<file path="src/rtl/pc_sequencer_if.sv">
// rtl/pc_sequencer_if.sv - pc_sequencer handshake/bus bundle: fetch, execute, PC register and status signals
interface pc_sequencer_if;
  logic        start;
  logic        halt;
  logic [31:0] pc_current;
  logic        imem_req;
  logic        imem_ack;
  logic        exec_done;
  logic        branch_taken;
  logic [31:0] branch_target;
  logic        jump;
  logic [31:0] jump_target;
  logic        exc;
  logic        pc_write;
  logic [31:0] pc_next;
  logic        busy;
  logic [31:0] epc;
  logic [31:0] retired;

  modport master (
    input  start, halt, pc_current, imem_ack, exec_done,
           branch_taken, branch_target, jump, jump_target, exc,
    output imem_req, pc_write, pc_next, busy, epc, retired
  );

  modport slave (
    output start, halt, pc_current, imem_ack, exec_done,
           branch_taken, branch_target, jump, jump_target, exc,
    input  imem_req, pc_write, pc_next, busy, epc, retired
  );
endinterface

</file>
<file path="src/rtl/pc_sequencer.sv">
// rtl/pc_sequencer.sv - fetch/execute/update sequencer for the 32-bit PC register
// Optional trap redirect (exc and misaligned targets) enabled by PC_SEQUENCER_TRAP_EN.
module pc_sequencer #(
  parameter logic [31:0] RESET_VECTOR = 32'h0000_0000,
  parameter logic [31:0] TRAP_VECTOR  = 32'h0000_0100,
  parameter logic [31:0] PC_INC       = 32'd4
) (
  input  logic           clk,
  input  logic           rst_n_a,
  pc_sequencer_if.master bus
);

  typedef enum logic [2:0] {
    S_IDLE   = 3'd0,
    S_LOAD   = 3'd1,
    S_FETCH  = 3'd2,
    S_EXEC   = 3'd3,
    S_UPDATE = 3'd4,
    S_HALTED = 3'd5
  } state_t;

  state_t      r_state;
  state_t      w_state_nxt;
  logic [31:0] r_pc_next;
  logic [31:0] r_retired;
  logic [31:0] w_seq_pc;
  logic [31:0] w_tgt;
  logic        w_redirect;
  logic [31:0] w_sel_pc;

  assign w_seq_pc   = bus.pc_current + PC_INC;
  assign w_redirect = bus.jump | bus.branch_taken;
  assign w_tgt      = bus.jump ? bus.jump_target : bus.branch_target;

`ifdef PC_SEQUENCER_TRAP_EN
  logic [31:0] r_epc;
  logic        w_take_trap;

  // A misaligned redirect is treated as an exception rather than silently masked.
  assign w_take_trap = bus.exc | (w_redirect && (w_tgt[1:0] != 2'b00));
  assign w_sel_pc    = w_take_trap ? TRAP_VECTOR : (w_redirect ? w_tgt : w_seq_pc);

  always_ff @(posedge clk or negedge rst_n_a) begin
    if (!rst_n_a) begin
      r_epc <= 32'h0;
    end else if (r_state == S_EXEC && bus.exec_done && w_take_trap) begin
      r_epc <= bus.pc_current;
    end
  end

  assign bus.epc = r_epc;
`else
  logic w_unused_exc;

  assign w_unused_exc = bus.exc;
  assign w_sel_pc     = w_redirect ? (w_tgt & ~32'h3) : w_seq_pc;
  assign bus.epc      = 32'h0;
`endif

  always_comb begin
    w_state_nxt = r_state;
    unique case (r_state)
      S_IDLE:   if (bus.start)     w_state_nxt = S_LOAD;
      S_LOAD:                      w_state_nxt = S_FETCH;
      S_FETCH:  if (bus.imem_ack)  w_state_nxt = S_EXEC;
      S_EXEC:   if (bus.exec_done) w_state_nxt = S_UPDATE;
      S_UPDATE:                    w_state_nxt = bus.halt ? S_HALTED : S_FETCH;
      S_HALTED: if (bus.start)     w_state_nxt = S_FETCH;
      default:                     w_state_nxt = S_IDLE;
    endcase
  end

  // r_pc_next is only loaded on the edges entering LOAD/UPDATE, so it holds elsewhere.
  always_ff @(posedge clk or negedge rst_n_a) begin
    if (!rst_n_a) begin
      r_state   <= S_IDLE;
      r_pc_next <= 32'h0;
      r_retired <= 32'h0;
    end else begin
      r_state <= w_state_nxt;
      if (r_state == S_IDLE && bus.start) begin
        r_pc_next <= RESET_VECTOR;
      end else if (r_state == S_EXEC && bus.exec_done) begin
        r_pc_next <= w_sel_pc;
      end
      if (r_state == S_UPDATE) begin
        r_retired <= r_retired + 32'd1;
      end
    end
  end

  assign bus.imem_req = (r_state == S_FETCH);
  assign bus.pc_write = (r_state == S_LOAD) || (r_state == S_UPDATE);
  assign bus.busy     = (r_state != S_IDLE) && (r_state != S_HALTED);
  assign bus.pc_next  = r_pc_next;
  assign bus.retired  = r_retired;

endmodule

</file>
<file path="src/flat_wrapper.sv">
// flat-port wrapper written by rule: the top's interface ports become plain ports
module pc_sequencer_flat 
#(
  parameter logic [31:0] RESET_VECTOR = 32'h0000_0000,
  parameter logic [31:0] TRAP_VECTOR  = 32'h0000_0100,
  parameter logic [31:0] PC_INC       = 32'd4
)
  (clk, rst_n_a, bus_start, bus_halt, bus_pc_current, bus_imem_ack, bus_exec_done, bus_branch_taken, bus_branch_target, bus_jump, bus_jump_target, bus_exc, bus_imem_req, bus_pc_write, bus_pc_next, bus_busy, bus_epc, bus_retired);
  pc_sequencer_if bus_i ();
  input  logic clk;
  input  logic rst_n_a;
  input wire logic [$bits(bus_i.start)-1:0] bus_start;
  input wire logic [$bits(bus_i.halt)-1:0] bus_halt;
  input wire logic [$bits(bus_i.pc_current)-1:0] bus_pc_current;
  input wire logic [$bits(bus_i.imem_ack)-1:0] bus_imem_ack;
  input wire logic [$bits(bus_i.exec_done)-1:0] bus_exec_done;
  input wire logic [$bits(bus_i.branch_taken)-1:0] bus_branch_taken;
  input wire logic [$bits(bus_i.branch_target)-1:0] bus_branch_target;
  input wire logic [$bits(bus_i.jump)-1:0] bus_jump;
  input wire logic [$bits(bus_i.jump_target)-1:0] bus_jump_target;
  input wire logic [$bits(bus_i.exc)-1:0] bus_exc;
  output wire logic [$bits(bus_i.imem_req)-1:0] bus_imem_req;
  output wire logic [$bits(bus_i.pc_write)-1:0] bus_pc_write;
  output wire logic [$bits(bus_i.pc_next)-1:0] bus_pc_next;
  output wire logic [$bits(bus_i.busy)-1:0] bus_busy;
  output wire logic [$bits(bus_i.epc)-1:0] bus_epc;
  output wire logic [$bits(bus_i.retired)-1:0] bus_retired;
  assign bus_i.start = bus_start;
  assign bus_i.halt = bus_halt;
  assign bus_i.pc_current = bus_pc_current;
  assign bus_i.imem_ack = bus_imem_ack;
  assign bus_i.exec_done = bus_exec_done;
  assign bus_i.branch_taken = bus_branch_taken;
  assign bus_i.branch_target = bus_branch_target;
  assign bus_i.jump = bus_jump;
  assign bus_i.jump_target = bus_jump_target;
  assign bus_i.exc = bus_exc;
  assign bus_imem_req = bus_i.imem_req;
  assign bus_pc_write = bus_i.pc_write;
  assign bus_pc_next = bus_i.pc_next;
  assign bus_busy = bus_i.busy;
  assign bus_epc = bus_i.epc;
  assign bus_retired = bus_i.retired;
  pc_sequencer #(.RESET_VECTOR(RESET_VECTOR), .TRAP_VECTOR(TRAP_VECTOR), .PC_INC(PC_INC)) u_core (.clk(clk), .rst_n_a(rst_n_a), .bus(bus_i));
endmodule
</file>
<file path="config.mk">
export PLATFORM = sky130hd
export DESIGN_NAME = pc_sequencer_flat
export DESIGN_NICKNAME = d
export VERILOG_FILES = /design/src/rtl/pc_sequencer_if.sv /design/src/rtl/pc_sequencer.sv /design/src/flat_wrapper.sv
export SDC_FILE = /design/constraint.sdc
export NUM_CORES = 1
export LEC_CHECK = 0
export BUFFER_PORTS_ARGS = -buffer_cell sky130_fd_sc_hd__buf_2
export CAP_MARGIN = 20
export CORE_ASPECT_RATIO = 1.4
export CORE_UTILIZATION = 50
export DETAILED_ROUTE_END_ITERATION = 12
export PLACE_DENSITY = 0.94
export SYNTH_ARGS = -nofsm -noshare
export SYNTH_HDL_FRONTEND = slang
export SYNTH_SLANG_ARGS = --single-unit
export TNS_END_PERCENT = 30
</file>
<file path="constraint.sdc">
create_clock -name clk -period 3.8 [get_ports clk]
set_input_delay 0 -clock clk [delete_from_list [all_inputs] [get_ports clk]]
set_output_delay 0 -clock clk [all_outputs]
set_load 0.02 [all_outputs]
</file>
# After elaboration in Yosys (flattened, before gate mapping)
# Cells that the tools add are included.
# op_classes
reduce_logical,8
mux,10
bitwise_logic,1
n_eq_ne,10
addsub,2
# op_table
op,n
two-way mux 32 bit,4
adder 32 x 1 -> 32 bit (second input constant),1
adder 32 x 3 -> 32 bit (second input constant),1
one-hot mux 3 bit (6 select lines),1
two-way mux 3 bit,5
inequality test 2 bit (second input constant),4
equality test 3 x 2 -> 1 bit (second input constant),2
equality test 3 bit (second input constant),2
AND reduction 4 bit,1
equality test 3 x 1 -> 1 bit (second input constant),1
logical AND 1 bit,3
logical NOT 3 bit,1
inequality test 3 bit (second input constant),1
nonzero test 3 bit,1
nonzero test 2 bit,1
logical OR 1 bit,1
OR 1 bit,1
# word_totals
ff_bits,67
wordCells,34
out_inout_bits,99
input_bits,105

# Longest topological paths before layout
# logic_depth
depth_word,4
mapped_depth,8
mapped_depth_nobuf,6

# Worst setup path after synthesis
# Ideal clock, no wire load.
# synth_timing
path_type,register to register
start,register u_core.r_retired[0] (netlist: u_core.bus.retired[0])
end,register u_core.r_retired[26] (netlist: u_core.bus.retired[26])
arrival_time_ns,1.849
setup_time_ns,0.130
setup_slack_ns,1.821
required_ns,3.670
path_buffers,1
stages_incl_launch_ff,8
period_less_slack_ns,1.979
cell_sequence,dfrtp_1 > ha_1 > nand4b_1 > or3_1 > clkbuf_1 > and4bb_2 > nand3_1 > xnor2_1
# synth_between
elab_chain_cells,1
# synth_rtl
element,line,source
"start, declared",pc_sequencer.sv:25,logic [31:0] r_retired;
"start signal, assigned",pc_sequencer.sv:87,r_retired <= r_retired + 32'd1;
adder 32 x 1 -> 32 bit,pc_sequencer.sv:87,
# No other way between the ends.
# A chain may end at the register's enable or synchronous reset.

# Worst setup path after layout
# layout_timing
start,register u_core.r_state[0]
end,register u_core.r_pc_next[9] (netlist: u_core.bus.pc_next[9])
# layout_between
elab_chain_cells,3
word_cells_on_any_way,6
classes_between,1 x eq/ne; 1 x mux; 4 x reduce/logical
# layout_rtl
element,line,source
"start, declared",pc_sequencer.sv:22,state_t r_state;
"start signal, assigned",pc_sequencer.sv:80,r_state <= w_state_nxt;
equality test 3 x 2 -> 1 bit or logical NOT 3 bit (tied branches),"pc_sequencer.sv:83, pc_sequencer.sv:81",
"logical AND 1 bit, on equally long branches","pc_sequencer.sv:83, pc_sequencer.sv:81",
nonzero test 2 bit (no source line) or two-way mux 32 bit (tied branches),--,
"end signal, assigned",pc_sequencer.sv:84,r_pc_next <= w_sel_pc;
"end, declared",pc_sequencer.sv:24,logic [31:0] r_pc_next;
# Several ways; a longest one is shown, not always the timed one.

==> impl_metrics.ini <==
[floorplan]
fp.dieH_um = 110
start_util_pct = 52.3
design.die.area_um2 = 8640
core_area_um2 = 7890
placementRows = 38
die_width_um = 78.8
pin_count = 204

[global_routing]
antenna_found_initial = 0
vias_in_the_first_global_route = 4126
track_usage_pct = 28.8
global_route_wire_length_before_repair_um = 19100
grt_overflow_total = 0
maximum_number_of_pins_on_one_net_before_global_route_repair = 48

[yosys]
yosys.area.top_type_share_pct = 40.6
synthDistinctLibCells = 51
ys.flop_type = dfrtp_1
total_of_flip_flops_plus_latches_after_synthesis = 67
syn_area_um2 = 4130
synth.top_cells.by_area = dfrtp_1, buf_4, xnor2_1
yosys_warnings = 0
synth_enable_flop_cells = 0
synth_async_sr_flop_share_pct = 100
postSynthCellCount = 458
fraction_of_the_yosys_area_taken_by_sequential_cells_pct = 40.6
synth.avg_cell_area_um2 = 9.02
top_cell_type_by_total_area_after_synthesis = dfrtp_1

[hold_path]
hp-class = primary input to register

[routing]
detail_route.vias_per_cell = 5.81
detail_route.first_pass.iterations = 5
wire_per_inst_um = 17.2
drt_first_iter_violations = 237
detail_route.wirelength_um = 12700
via_count = 4297
ant_nets = 0
detail_route.drc_violations = 0

[worst_setup_path]
worst-endpoint-arrival_ns = 2.58
critical_path.slowest_cell = dlygate4sd3_1
ff2ff_setup_slack_ns = 1.48
worstSetupEndpointType = register
cp_startpoint_kind = register
worst-setup-path-type = register to register
timing.critical_path.fanout_max = 26
crit_chain = and4b_1 > buf_4 > o221ai_1 > dlygate4sd3_1 > o21ai_0
critical_path_required_ns = 4.06
timing.critical_path.slowest_cell_delay_ns = 0.62

[timing]
timing.clock.skew_ns = 0.0118
layout_worst_path_cycle_share_pct = 61.0
final-hold-violation-count = 0
maxSlewViolCount = 0
timing.final.setup_violations = 0
max_slew_margin_pct = 27.0
summed_negative_setup_slack_over_all_endpoints_ns = 0
grt_setup_unrepaired = false
clock.fmax_mhz = 432
post-route-min-period_ns = 2.32
timing_worst_slew_pin_value_ns = 1.10

[place]
port_buffers = 166
hpwl_detailed_um = 8980
gpl_congestion = 0.915

[clock_network]
tritoncts_clock_tree = yes
tritoncts.num_buffers = 9
worstSkewPairLatency_ns = 0.35
htree_levels = 3
cts_buffer_depth = 2
cts_sinks = 67
worst_setup_hold_path_clk_slew_ns = 0.08
clock-root-buffer = clkbuf_8
post_cts_resized = 0

[run]
max_cap_viol_count = 0

[power]
vdd_drop_max_mv = 0.364
total_leakage_power_nw = 2.61
total_chip_power_mw = 2.74
power.density_nw_per_um2 = 518

[run_status]
run_status = completed

[finish]
final_net_count = 741
synthToLayoutAreaGrowth_pct = 28.0
fraction_of_layout_cells_with_a_size_suffix_above_1_pct = 31.3
finalCoreUtilization_pct = 67.0
antenna_cells_inserted = 0
-- state kept, by name, summed over array words and instances, names as in the netlist --
signal / count
u_core.bus.pc_next: 32
u_core.bus.retired: 32
u_core.r_state: 3
-- stage by stage --
| step | hold WS [ns] | instance area [um2] | worst slack [ns] | std cells |
|---|---|---|---|---|
| 2_1_floorplan | -0.296 | 4250 | 1.82 | 489 |
| 3_3_place_gp | -0.0223 | 4900 | 1.79 | 704 |
| 3_5_place_dp | -0.0124 | 4900 | 1.67 | 704 |
| 4_1_cts | 0.00222 | 5290 | 1.60 | 739 |
| 5_1_grt | 0.0103 | 5290 | 1.37 | 739 |
| 6_report | 0.00817 | 5290 | 1.48 | 739 |
-- worst max-delay path: cells and delay by family (launching register included) --
| kind | cells | cell delay [ns] |
|---|---|---|
| AND/OR/NAND/NOR | 1 | 0.30 |
| AO/OA/AOI/OAI | 2 | 0.37 |
| buffers and inverters | 2 | 0.94 |
| flip-flops | 1 | 0.61 |
-- placed cells by master (no fill, tap or decap), types with 6 or more instances in the layout --
cell	count
conb_1	32
o221ai_1	17
xor2_1	24
buf_2	166
a31o_2	6
xnor2_1	25
a21o_1	6
nand2_1	48
o31ai_1	6
and3_1	6
nand3_1	16
dlygate4sd3_1	19
dfrtp_1	67
o21ai_0	21
nor3_1	7
and4_1	7
clkbuf_8	10
nor2_1	36
nand4_1	23
o22ai_1	8
a21oi_1	20
-- cell type report --
type                       count  area (um2)
fill                         623        2600
multi-input combinational    363        2230
sequential                    67        1680
timing repair buffer         188        1040
clock buffer                  11         141
tap                          100         125
clock inverter                 5        52.6
inverter                       5        18.8
-- final timing paths --
| kind | end | cells after the start | startpoint |
|---|---|---|---|
| hold reg to reg | u_core.bus.pc_next[17] | 1 | u_core.bus.pc_next[17] |
| setup reg to reg | u_core.bus.pc_next[9] | 5 | u_core.r_state[0] |
| max in group asynchronous | u_core.bus.retired[30] | 3 | rst_n_a |
| hold / removal | u_core.bus.pc_next[19] | 3 | bus_branch_target[19] |
| min in group asynchronous | u_core.r_state[2] | 2 | rst_n_a |
| setup / recovery | u_core.bus.pc_next[9] | 5 | u_core.r_state[0] |
-- cell usage after synthesis, types with 3 or more instances --
cell type and number:
nand2_1 48, and4_1 7, xnor2_1 25, a22o_1 4, dfrtp_1 67, nand4_1 23
nand3_1 16, o31ai_1 6, clkbuf_1 21, xor2_1 24, and3_1 6, nor4_1 4
buf_4 32, a31o_2 6, nor3_1 7, a21oi_1 20, nand2b_1 4, a21o_1 6
o221ai_1 17, inv_1 4, a31oi_1 4, a32o_1 3, nor2_1 37, o21ai_0 21
o22ai_1 8, and2_1 4
-- where the power goes --
part / switching, mW / leakage [nW] / internal [mW]
sequential: 0.160 / 0.892 / 0.889
combinational: 0.677 / 1.62 / 0.415
clock: 0.279 / 0.0991 / 0.318
-- cells by family (layout without fill, tap and decap cells) --
logic type / Yosys count / in the layout / synth area share [%]
DFF: 67 / 67 / 40.6
buffers and inverters: 59 / 209 / 8.30
xor gates and xnor gates: 49 / 49 / 10.4
AOI/OAI and AO/OA: 102 / 102 / 16.8
and+or+nand+nor: 175 / 175 / 22.5
muxes: 3 / 3 / 0.757
other: 1 / 32 / 0.0908
adders and majority gates: 2 / 2 / 0.606
-- metal layers --
layer  up-vias  global-route usage, %  share of wire [%]
met5         -                      0                  0
met3        36                   6.72                9.3
met1      2024                   31.0                 36
li1       1958                      -                  -
met4         0                   12.9                2.8
met2       279                   53.1                 52
-- repair_timing --
| action | in CTS | in global routing |
|---|---|---|
| hold endpoints to repair | 34 | 0 |
| setup buffers | 0 | 0 |
| hold buffers | 19 | 0 |
(Power assumes the default switching activity.)
